[src/rtl/alu_job_sequencer.sv]
// alu_job_sequencer
// AXI4 burst master that shares the memory-mapped ALU/memory slave between
// two requesters. Each accepted job is sent as one 4-beat INCR write burst
// (op1, op2, opcode, 8'h00). A single-beat read of byte 3 then returns the
// result that the slave computed. Requesters are served round-robin, and each
// owns a ring of SLOTS result slots with a stride of 4 bytes.
//
// Ports
//   clk, rst                      clock, synchronous active-high reset
//   req_valid/req_ready [1:0]     job handshake, one bit per requester
//   req_op1/op2/opcode            operands, requester n on [n*DW +: DW]
//   rsp_valid/rsp_ready [1:0]     result handshake, one bit per requester
//   rsp_result, rsp_err           result byte, error flag (resp or timeout)
//   m_aw*/m_w*/m_b*/m_ar*/m_r*    AXI4 master channels
//
// Optional feature: define ALU_JOB_SEQ_TIMEOUT_EN to bound the B and R waits
// by TIMEOUT_CYCLES. Without it, both waits are unbounded.
//
// state  | meaning
// IDLE   | arbitrate, accept a job
// AW     | write address issued
// W      | four write beats
// B      | waiting for write response
// AR     | read address (slot + 3) issued
// R      | waiting for result byte
// RSP    | result presented to the owning requester
module alu_job_sequencer #(
    parameter int                      ADDR_WIDTH     = 32,
    parameter int                      DATA_WIDTH     = 8,
    parameter logic [ADDR_WIDTH-1:0]   REQ0_BASE      = ADDR_WIDTH'(32'h0000_0000),
    parameter logic [ADDR_WIDTH-1:0]   REQ1_BASE      = ADDR_WIDTH'(32'h0000_0100),
    parameter int                      SLOTS          = 16,
    parameter int                      TIMEOUT_CYCLES = 255
) (
    input  logic                      clk,
    input  logic                      rst,
    input  logic [1:0]                req_valid,
    output logic [1:0]                req_ready,
    input  logic [2*DATA_WIDTH-1:0]   req_op1,
    input  logic [2*DATA_WIDTH-1:0]   req_op2,
    input  logic [2*DATA_WIDTH-1:0]   req_opcode,
    output logic [1:0]                rsp_valid,
    input  logic [1:0]                rsp_ready,
    output logic [DATA_WIDTH-1:0]     rsp_result,
    output logic                      rsp_err,
    output logic [ADDR_WIDTH-1:0]     m_awaddr,
    output logic [3:0]                m_awlen,
    output logic [2:0]                m_awsize,
    output logic [1:0]                m_awburst,
    output logic                      m_awvalid,
    input  logic                      m_awready,
    output logic [DATA_WIDTH-1:0]     m_wdata,
    output logic                      m_wvalid,
    output logic                      m_wlast,
    input  logic                      m_wready,
    input  logic [1:0]                m_bresp,
    input  logic                      m_bvalid,
    output logic                      m_bready,
    output logic [ADDR_WIDTH-1:0]     m_araddr,
    output logic [3:0]                m_arlen,
    output logic [2:0]                m_arsize,
    output logic [1:0]                m_arburst,
    output logic                      m_arvalid,
    input  logic                      m_arready,
    input  logic [DATA_WIDTH-1:0]     m_rdata,
    input  logic [1:0]                m_rresp,
    input  logic                      m_rvalid,
    input  logic                      m_rlast,
    output logic                      m_rready
);

    typedef enum logic [2:0] {S_IDLE, S_AW, S_W, S_B, S_AR, S_R, S_RSP} state_t;

    localparam int SLOT_W = (SLOTS > 1) ? $clog2(SLOTS) : 1;

    state_t                  state_q, state_d;
    logic                    id_q, id_d;
    logic                    last_q, last_d;
    logic [DATA_WIDTH-1:0]   op1_q, op1_d, op2_q, op2_d, opc_q, opc_d;
    logic [DATA_WIDTH-1:0]   result_q, result_d;
    logic                    err_q, err_d;
    logic [ADDR_WIDTH-1:0]   addr_q, addr_d, araddr_q, araddr_d;
    logic [1:0]              beat_q, beat_d;
    logic [SLOT_W-1:0]       slot_q [2];
    logic [SLOT_W-1:0]       slot_d [2];
`ifdef ALU_JOB_SEQ_TIMEOUT_EN
    localparam logic [15:0]  TMO_LAST = 16'(TIMEOUT_CYCLES - 1);
    logic [15:0]             tmo_q, tmo_d;
`endif

    logic                    grant_id;
    logic [ADDR_WIDTH-1:0]   acc_addr;

    // On a tie, the requester that was not served last wins.
    always_comb begin
        if (req_valid == 2'b11) grant_id = ~last_q;
        else                    grant_id = req_valid[1];
    end

    assign req_ready = (state_q == S_IDLE && |req_valid) ? (grant_id ? 2'b10 : 2'b01) : 2'b00;
    assign acc_addr  = (grant_id ? REQ1_BASE : REQ0_BASE)
                     + (ADDR_WIDTH'(slot_q[grant_id]) << 2);

    always_comb begin
        state_d  = state_q;
        id_d     = id_q;
        last_d   = last_q;
        op1_d    = op1_q;
        op2_d    = op2_q;
        opc_d    = opc_q;
        result_d = result_q;
        err_d    = err_q;
        addr_d   = addr_q;
        araddr_d = araddr_q;
        beat_d   = beat_q;
        slot_d   = slot_q;
`ifdef ALU_JOB_SEQ_TIMEOUT_EN
        tmo_d    = tmo_q;
`endif
        case (state_q)
            S_IDLE: begin
                if (|req_valid) begin
                    id_d     = grant_id;
                    op1_d    = grant_id ? req_op1[2*DATA_WIDTH-1:DATA_WIDTH]    : req_op1[DATA_WIDTH-1:0];
                    op2_d    = grant_id ? req_op2[2*DATA_WIDTH-1:DATA_WIDTH]    : req_op2[DATA_WIDTH-1:0];
                    opc_d    = grant_id ? req_opcode[2*DATA_WIDTH-1:DATA_WIDTH] : req_opcode[DATA_WIDTH-1:0];
                    addr_d   = acc_addr;
                    araddr_d = acc_addr + ADDR_WIDTH'(3);
                    state_d  = S_AW;
                end
            end
            S_AW: begin
                if (m_awready) begin
                    beat_d  = 2'd0;
                    state_d = S_W;
                end
            end
            S_W: begin
                if (m_wready) begin
                    beat_d = beat_q + 2'd1;
                    if (beat_q == 2'd3) begin
                        state_d = S_B;
`ifdef ALU_JOB_SEQ_TIMEOUT_EN
                        tmo_d   = 16'd0;
`endif
                    end
                end
            end
            S_B: begin
                if (m_bvalid) begin
                    err_d   = |m_bresp;
                    state_d = S_AR;
                end
`ifdef ALU_JOB_SEQ_TIMEOUT_EN
                else if (tmo_q == TMO_LAST) begin
                    err_d    = 1'b1;
                    result_d = '0;
                    state_d  = S_RSP;
                end
                else tmo_d = tmo_q + 16'd1;
`endif
            end
            S_AR: begin
                if (m_arready) begin
                    state_d = S_R;
`ifdef ALU_JOB_SEQ_TIMEOUT_EN
                    tmo_d   = 16'd0;
`endif
                end
            end
            S_R: begin
                // A single-beat read that arrives without RLAST is treated as a protocol error.
                if (m_rvalid) begin
                    result_d = m_rdata;
                    err_d    = err_q | (|m_rresp) | ~m_rlast;
                    state_d  = S_RSP;
                end
`ifdef ALU_JOB_SEQ_TIMEOUT_EN
                else if (tmo_q == TMO_LAST) begin
                    err_d    = 1'b1;
                    result_d = '0;
                    state_d  = S_RSP;
                end
                else tmo_d = tmo_q + 16'd1;
`endif
            end
            S_RSP: begin
                // The slot advances even when the job failed.
                if (rsp_ready[id_q]) begin
                    if (slot_q[id_q] == SLOT_W'(SLOTS - 1)) slot_d[id_q] = '0;
                    else                                    slot_d[id_q] = slot_q[id_q] + SLOT_W'(1);
                    last_d  = id_q;
                    state_d = S_IDLE;
                end
            end
            default: state_d = S_IDLE;
        endcase
    end

    always_ff @(posedge clk) begin
        if (rst) begin
            state_q   <= S_IDLE;
            id_q      <= 1'b0;
            last_q    <= 1'b1;
            op1_q     <= '0;
            op2_q     <= '0;
            opc_q     <= '0;
            result_q  <= '0;
            err_q     <= 1'b0;
            addr_q    <= '0;
            araddr_q  <= '0;
            beat_q    <= 2'd0;
            slot_q[0] <= '0;
            slot_q[1] <= '0;
`ifdef ALU_JOB_SEQ_TIMEOUT_EN
            tmo_q     <= 16'd0;
`endif
        end else begin
            state_q   <= state_d;
            id_q      <= id_d;
            last_q    <= last_d;
            op1_q     <= op1_d;
            op2_q     <= op2_d;
            opc_q     <= opc_d;
            result_q  <= result_d;
            err_q     <= err_d;
            addr_q    <= addr_d;
            araddr_q  <= araddr_d;
            beat_q    <= beat_d;
            slot_q    <= slot_d;
`ifdef ALU_JOB_SEQ_TIMEOUT_EN
            tmo_q     <= tmo_d;
`endif
        end
    end

    always_comb begin
        m_wdata = '0;
        if (state_q == S_W) begin
            case (beat_q)
                2'd0:    m_wdata = op1_q;
                2'd1:    m_wdata = op2_q;
                2'd2:    m_wdata = opc_q;
                default: m_wdata = '0;
            endcase
        end
    end

    assign m_awaddr   = addr_q;
    assign m_awlen    = 4'd3;
    assign m_awsize   = 3'd0;
    assign m_awburst  = 2'b01;
    assign m_awvalid  = (state_q == S_AW);
    assign m_wvalid   = (state_q == S_W);
    assign m_wlast    = (state_q == S_W) && (beat_q == 2'd3);
    assign m_bready   = (state_q == S_B);
    assign m_araddr   = araddr_q;
    assign m_arlen    = 4'd0;
    assign m_arsize   = 3'd0;
    assign m_arburst  = 2'b01;
    assign m_arvalid  = (state_q == S_AR);
    assign m_rready   = (state_q == S_R);
    assign rsp_valid  = (state_q == S_RSP) ? (id_q ? 2'b10 : 2'b01) : 2'b00;
    assign rsp_result = result_q;
    assign rsp_err    = err_q;

endmodule

[config.mk]
export PLATFORM = sky130hd
export DESIGN_NAME = alu_job_sequencer
export DESIGN_NICKNAME = d
export VERILOG_FILES = /design/src/rtl/alu_job_sequencer.sv
export SDC_FILE = /design/constraint.sdc
export NUM_CORES = 1
export LEC_CHECK = 0
export CORE_AREA = 3 3 95 97
export DETAILED_ROUTE_END_ITERATION = 12
export DIE_AREA = 0 0 98 100
export PLACE_DENSITY = 0.77
export SLEW_MARGIN = 20
export SYNTH_ARGS = -nofsm -noshare
export SYNTH_HDL_FRONTEND = slang
export SYNTH_SLANG_ARGS = --single-unit
export TNS_END_PERCENT = 5
[constraint.sdc]
create_clock -name clk -period 2.7 [get_ports clk]
set_clock_uncertainty 0.1 [all_clocks]
set_input_delay 0.81 -clock clk [delete_from_list [all_inputs] [get_ports clk]]
set_output_delay 0.81 -clock clk [all_outputs]
set_load 0.005 [all_outputs]
* Word level (Yosys, flattened, before mapping)
Index checks and enable logic that the tools add are counted.
** Word-level totals
- Flip-flop bits (word level) :: 112
- Bits of input ports :: 72
- Output and inout bits :: 109
- Word-level logic and storage cells :: 102
** Operators by class
- Add/subtract/negate cells :: 4
- $lt $le $gt $ge :: 4
- Equality and inequality tests :: 19
- Multiplexer cells :: 38
- Bitwise logic cells :: 8
- Reduce and logical (&&, ||, !) cells :: 16
** Operators by type and width (count)
- $mux 8 :: 5
- $mux 4 :: 7
- $mux 3 :: 8
- $pmux 8 s3 :: 1
- $pmux 3 s7 :: 1
- $mux 2 :: 6
- $add 10x2->11 const B :: 1
- $add 9x6->10 :: 1
- $ne 2x1->1 const B :: 5
- $eq 3x3->1 const B :: 3
- $mux 9 :: 1
- $and 8x8->8 :: 1
- $bwmux 8 :: 1
- $not 8->8 :: 1
- $reduce_and 8->1 :: 1
- $eq 2x2->1 const B :: 3
- $eq 3x2->1 const B :: 2
- $ne 2x2->1 const B :: 3
- $reduce_and 2->1 :: 3
- $reduce_and 3->1 :: 2
- $reduce_or 2->1 :: 3
- $mux 1 :: 5
- $add 4x1->4 const B :: 1
- $demux 4 s1 :: 1
- other kinds (16) :: 23

* Logic depth before layout (Yosys ltp)
- Depth in word-level cells :: 8
- Gate-level depth with buffers :: 9

* Worst setup path before layout
OpenSTA, ideal clock, no wires.
- Path kind :: register -> register
- Start point :: register m_araddr[8] (netlist name)
- End point :: register slot_q[0] in the netlist's numbering
- Library setup time :: 70 ps
- Data arrival time :: 2180 ps
- Required time :: 2530 ps
- Path slack :: 350 ps
- Cell stages (with the launch flop) :: 9
- Buffers on the path :: 2
- Period minus slack after synthesis :: 2350 ps
- Cell sequence :: dfxtp_1 -> buf_4 -> clkbuf_1 -> mux2_2 -> ha_1 -> and4b_1 -> a41o_1 -> or3_1 -> a21oi_1
** RTL lines
- to (signal assigned) :: RTL line 230 : slot_q <= slot_d;
- to (decl) :: RTL line 84 : logic [SLOT_W-1:0] slot_q [2];

* Worst setup path after layout
- Start point :: register beat_q[0]
- End point :: output m_wdata[2]
** Between the ends
- Longest elaborated chain between the ends :: 3
- Elaborated cells between the ends (all ways) :: 5
- Classes of those cells :: eq/ne: 2; mux: 2; reduce/logical: 1
** RTL lines
- from (decl) :: RTL line 83 : logic [1:0] beat_q, beat_d;
- from (signal assigned) :: RTL line 229 : beat_q <= beat_d;
- $eq 2x2->1 (tied with other cells) :: RTL line 240 : case (beat_q)
- $pmux 8 s3 * :: RTL line 240
- $mux 8 * :: RTL line 239 : if (state_q == S_W) begin
- to (decl) :: RTL line 52 : output logic [DATA_WIDTH-1:0] m_wdata,
Every way passes the cells marked *; elsewhere a longest branch is shown, timed or not.

==> metrics <==
Clk pwr share=27.7%; worst-path fanout max=8; layout cells sized above 1=11.5%; Main synth FF type=dfxtp_1; grt total ovfl=0; P per Cell Area=463 mW/mm^2; die height=100 um; failing checks=negative setup slack; Mapped Area=0.00310 mm^2; fin crit period=2740 ps; FF-to-FF path depth=6; CP endpoint=m_wdata[2]; die width=98 um; Clock Latency Late Sink=300 ps; total negative slack=-85.1 ps; Net Sw Frac=28.7%; Final Hold Viols=0; # setup viols final=3; Clock Pin Slew Worst Setup and Hold Paths=90 ps; TritonCTS clock tree=built; cell taking the most area after synthesis=dfxtp_1; via count=2921; combinational share of power=27.1%; flop2flop setup slack=480 ps; initial drt markers=259; DRC errors left=0; leading cell type by number of instances after synthesis=buf_4; root buf cell=clkbuf_8; Starting Density=37.8%; FFs w/ async S/R, synth=0%; Detail Route Antenna Nets=0; nets@finish=537; post-place instance area=0.00401 mm^2; Leak=1.76 nW; Final period util=101%; sequential area share after synthesis=34.2%; status=finished with violations; Core Region=0.00822 mm^2; Sequential Power Share=45.2%; clk sink count=53; initial antenna violation count=0; Ant. Diodes=0; multi-input logic area=0.00163 mm^2; Detail Placement HPWL=6.22 mm; top cells by count, synth=81 x buf_4, 53 x dfxtp_1, 45 x nor2_1; EDFF count, synth=0; Worst-Margin Slew=643 ps; Critical Path Source=beat_q[0]$_SDFFE_PP0P_; routed wire length=8.26 mm; I/O Buffers=110; CP Capture Type=output port; IR drop worst, VDD=0.214 mV; largest net degree at the start of global routing=35; Synth Register Bits=53; setup ws final=-39.1 ps; Switch Pwr=0.000559 W; vias in the first global route=2643; drt wl/cell=14.6 um; Fillers=750; H-tree depth=2; Reg-to-Reg End=slot_q[0]$_SDFFE_PP0P_; full die area=0.00980 mm^2; Max clock buf depth=2; cell count after synthesis=362; leading post-synthesis cells by cell area=dfxtp_1 34%, buf_4 20%, a222oi_1 12%; Yosys warning total=0; CP Data Required Time=1790 ps; Hold Path Class=register to register; fmax=0.365 GHz; Sequential Area=0.00107 mm^2; MaxCap Viol Count=0; Int Pwr=0.00139 W; Worst Setup Path Type=register to output port; RSZ-0062 raised after global routing=yes; R2R Path Start=m_araddr[8]$_SDFFE_PP0P_; count of cell types in the netlist=48; first-pass GRT wire length=12.6 mm; CP startpoint kind=register; total global routing track utilization=15.4%; placer congestion estimate=0.835; Slew Viols, Final=0; Util after Layout=51.3%; Slew HR=57.1%; row cnt=33; # IOs=181; P&R area growth vs syn=35.7%; CP arrival=1830 ps; Synth Area per Inst=8.58 um^2; top cell type's share of synthesized area=34.2%; DRT Pass-1 Iters=9; design area=0.00421 mm^2; total CTS buffers=5; vias per cell=5.17
-- power groups by stage --
| stage | Clock (W) | Combinational, W | Sequential, W |
|---|---|---|---|
| final | 0.000541 | 0.000528 | 0.000880 |
| after global routing | 0.000599 | 0.000579 | 0.000888 |
| after CTS | 0.000560 | 0.000528 | 0.000879 |
| after detailed placement | 0 | 0.000513 | 0.000895 |
| after global placement | 0 | 0.000501 | 0.000892 |
| after floorplan | 0 | 0.000367 | 0.000881 |
-- timing repair --
action | 4_1_cts | 5_1_grt
hold buffers | 0 | 0
resized for setup | 27 | 10
setup buffers | 0 | 0
pin swaps | 7 | 3
endpoints found under the setup margin | 14 | 12
hold endpoints to repair | 0 | 0
-- worst min path at each step --
stage                                          start  slack, ps  cells after the start                          to
after floorplan           rsp_result[0]$_SDFFE_PP0P_        350                      2  rsp_result[0]$_SDFFE_PP0P_
after global placement    rsp_result[1]$_SDFFE_PP0P_        340                      2  rsp_result[1]$_SDFFE_PP0P_
after detailed placement  rsp_result[2]$_SDFFE_PP0P_        350                      2  rsp_result[2]$_SDFFE_PP0P_
after CTS                 rsp_result[2]$_SDFFE_PP0P_        360                      2  rsp_result[2]$_SDFFE_PP0P_
after global routing      rsp_result[1]$_SDFFE_PP0P_        370                      2  rsp_result[1]$_SDFFE_PP0P_
final                     rsp_result[4]$_SDFFE_PP0P_        360                      2  rsp_result[4]$_SDFFE_PP0P_
-- cell type report --
type | count | area share, %
Multi-Input combinational cell | 265 | 38.8
Timing Repair Buffer | 126 | 29.4
Sequential cell | 53 | 25.4
Tap cell | 105 | 3.12
Clock buffer | 6 | 1.72
Clock inverter | 2 | 0.921
Inverter | 8 | 0.713
-- flip-flops by register name, indices dropped and copies added, names as in the netlist --
name	cells
beat_q	2
m_araddr	2
op2_q	8
opc_q	8
slot_q	8
rsp_err	1
last_q	1
state_q	3
op1_q	8
rsp_result	8
m_awaddr	4
-- placed cells by master (no fill, tap or decap), types with 2 or more instances in the layout --
master,n
mux2_2,2
nor2_1,44
dfxtp_1,48
xor2_1,2
inv_1,6
ha_1,3
nand4_1,4
clkdlybuf4s50_1,97
conb_1,70
o21ai_2,4
and2_1,5
a222oi_1,36
clkbuf_8,5
dlymetal6s2s_1,5
nand2_1,23
o21ai_0,4
dfxtp_2,4
o41ai_1,2
inv_2,2
buf_4,15
nor3_1,3
dlygate4sd2_1,5
nand2b_1,4
ha_4,3
nand3_1,6
a32o_1,2
a21oi_1,20
-- routing by layer --
layer / global-route usage (%) / part of all wire (%)
met5: 0 / 0
met4: 2.98 / 0.90
met2: 27.0 / 49
met3: 5.00 / 12
met1: 18.7 / 38
-- through the flow --
stage	hold WS [ps]	instances	total power, W	setup WS (ps)
2_1_floorplan	353	430	0.00125	350
3_3_place_gp	341	557	0.00139	-328
3_5_place_dp	351	557	0.00141	-341
4_1_cts	365	565	0.00197	-60.5
5_1_grt	374	565	0.00206	-128
6_report	364	565	0.00195	-39.1
-- cell families after synthesis --
| logic type | count (synthesis) | share of synthesized area (%) |
|---|---|---|
| AO/OA/AOI/OAI | 76 | 20.4 |
| XOR/XNOR | 3 | 0.847 |
| adder cells (fa/ha/maj) | 6 | 2.42 |
| buffers and inverters | 112 | 23.9 |
| flip-flops | 53 | 34.2 |
| multiplexers | 3 | 1.05 |
| other | 2 | 0.242 |
| AND/OR/NAND/NOR | 107 | 17.0 |
-- worst max-delay path, stage by stage (launching register included) --
cell             delay, ps
dfxtp_2                330
buf_4                  150
ha_4                   190
a222oi_1               340
nor2_2                  60
clkdlybuf4s50_1        450
(Power assumes the default switching activity.)
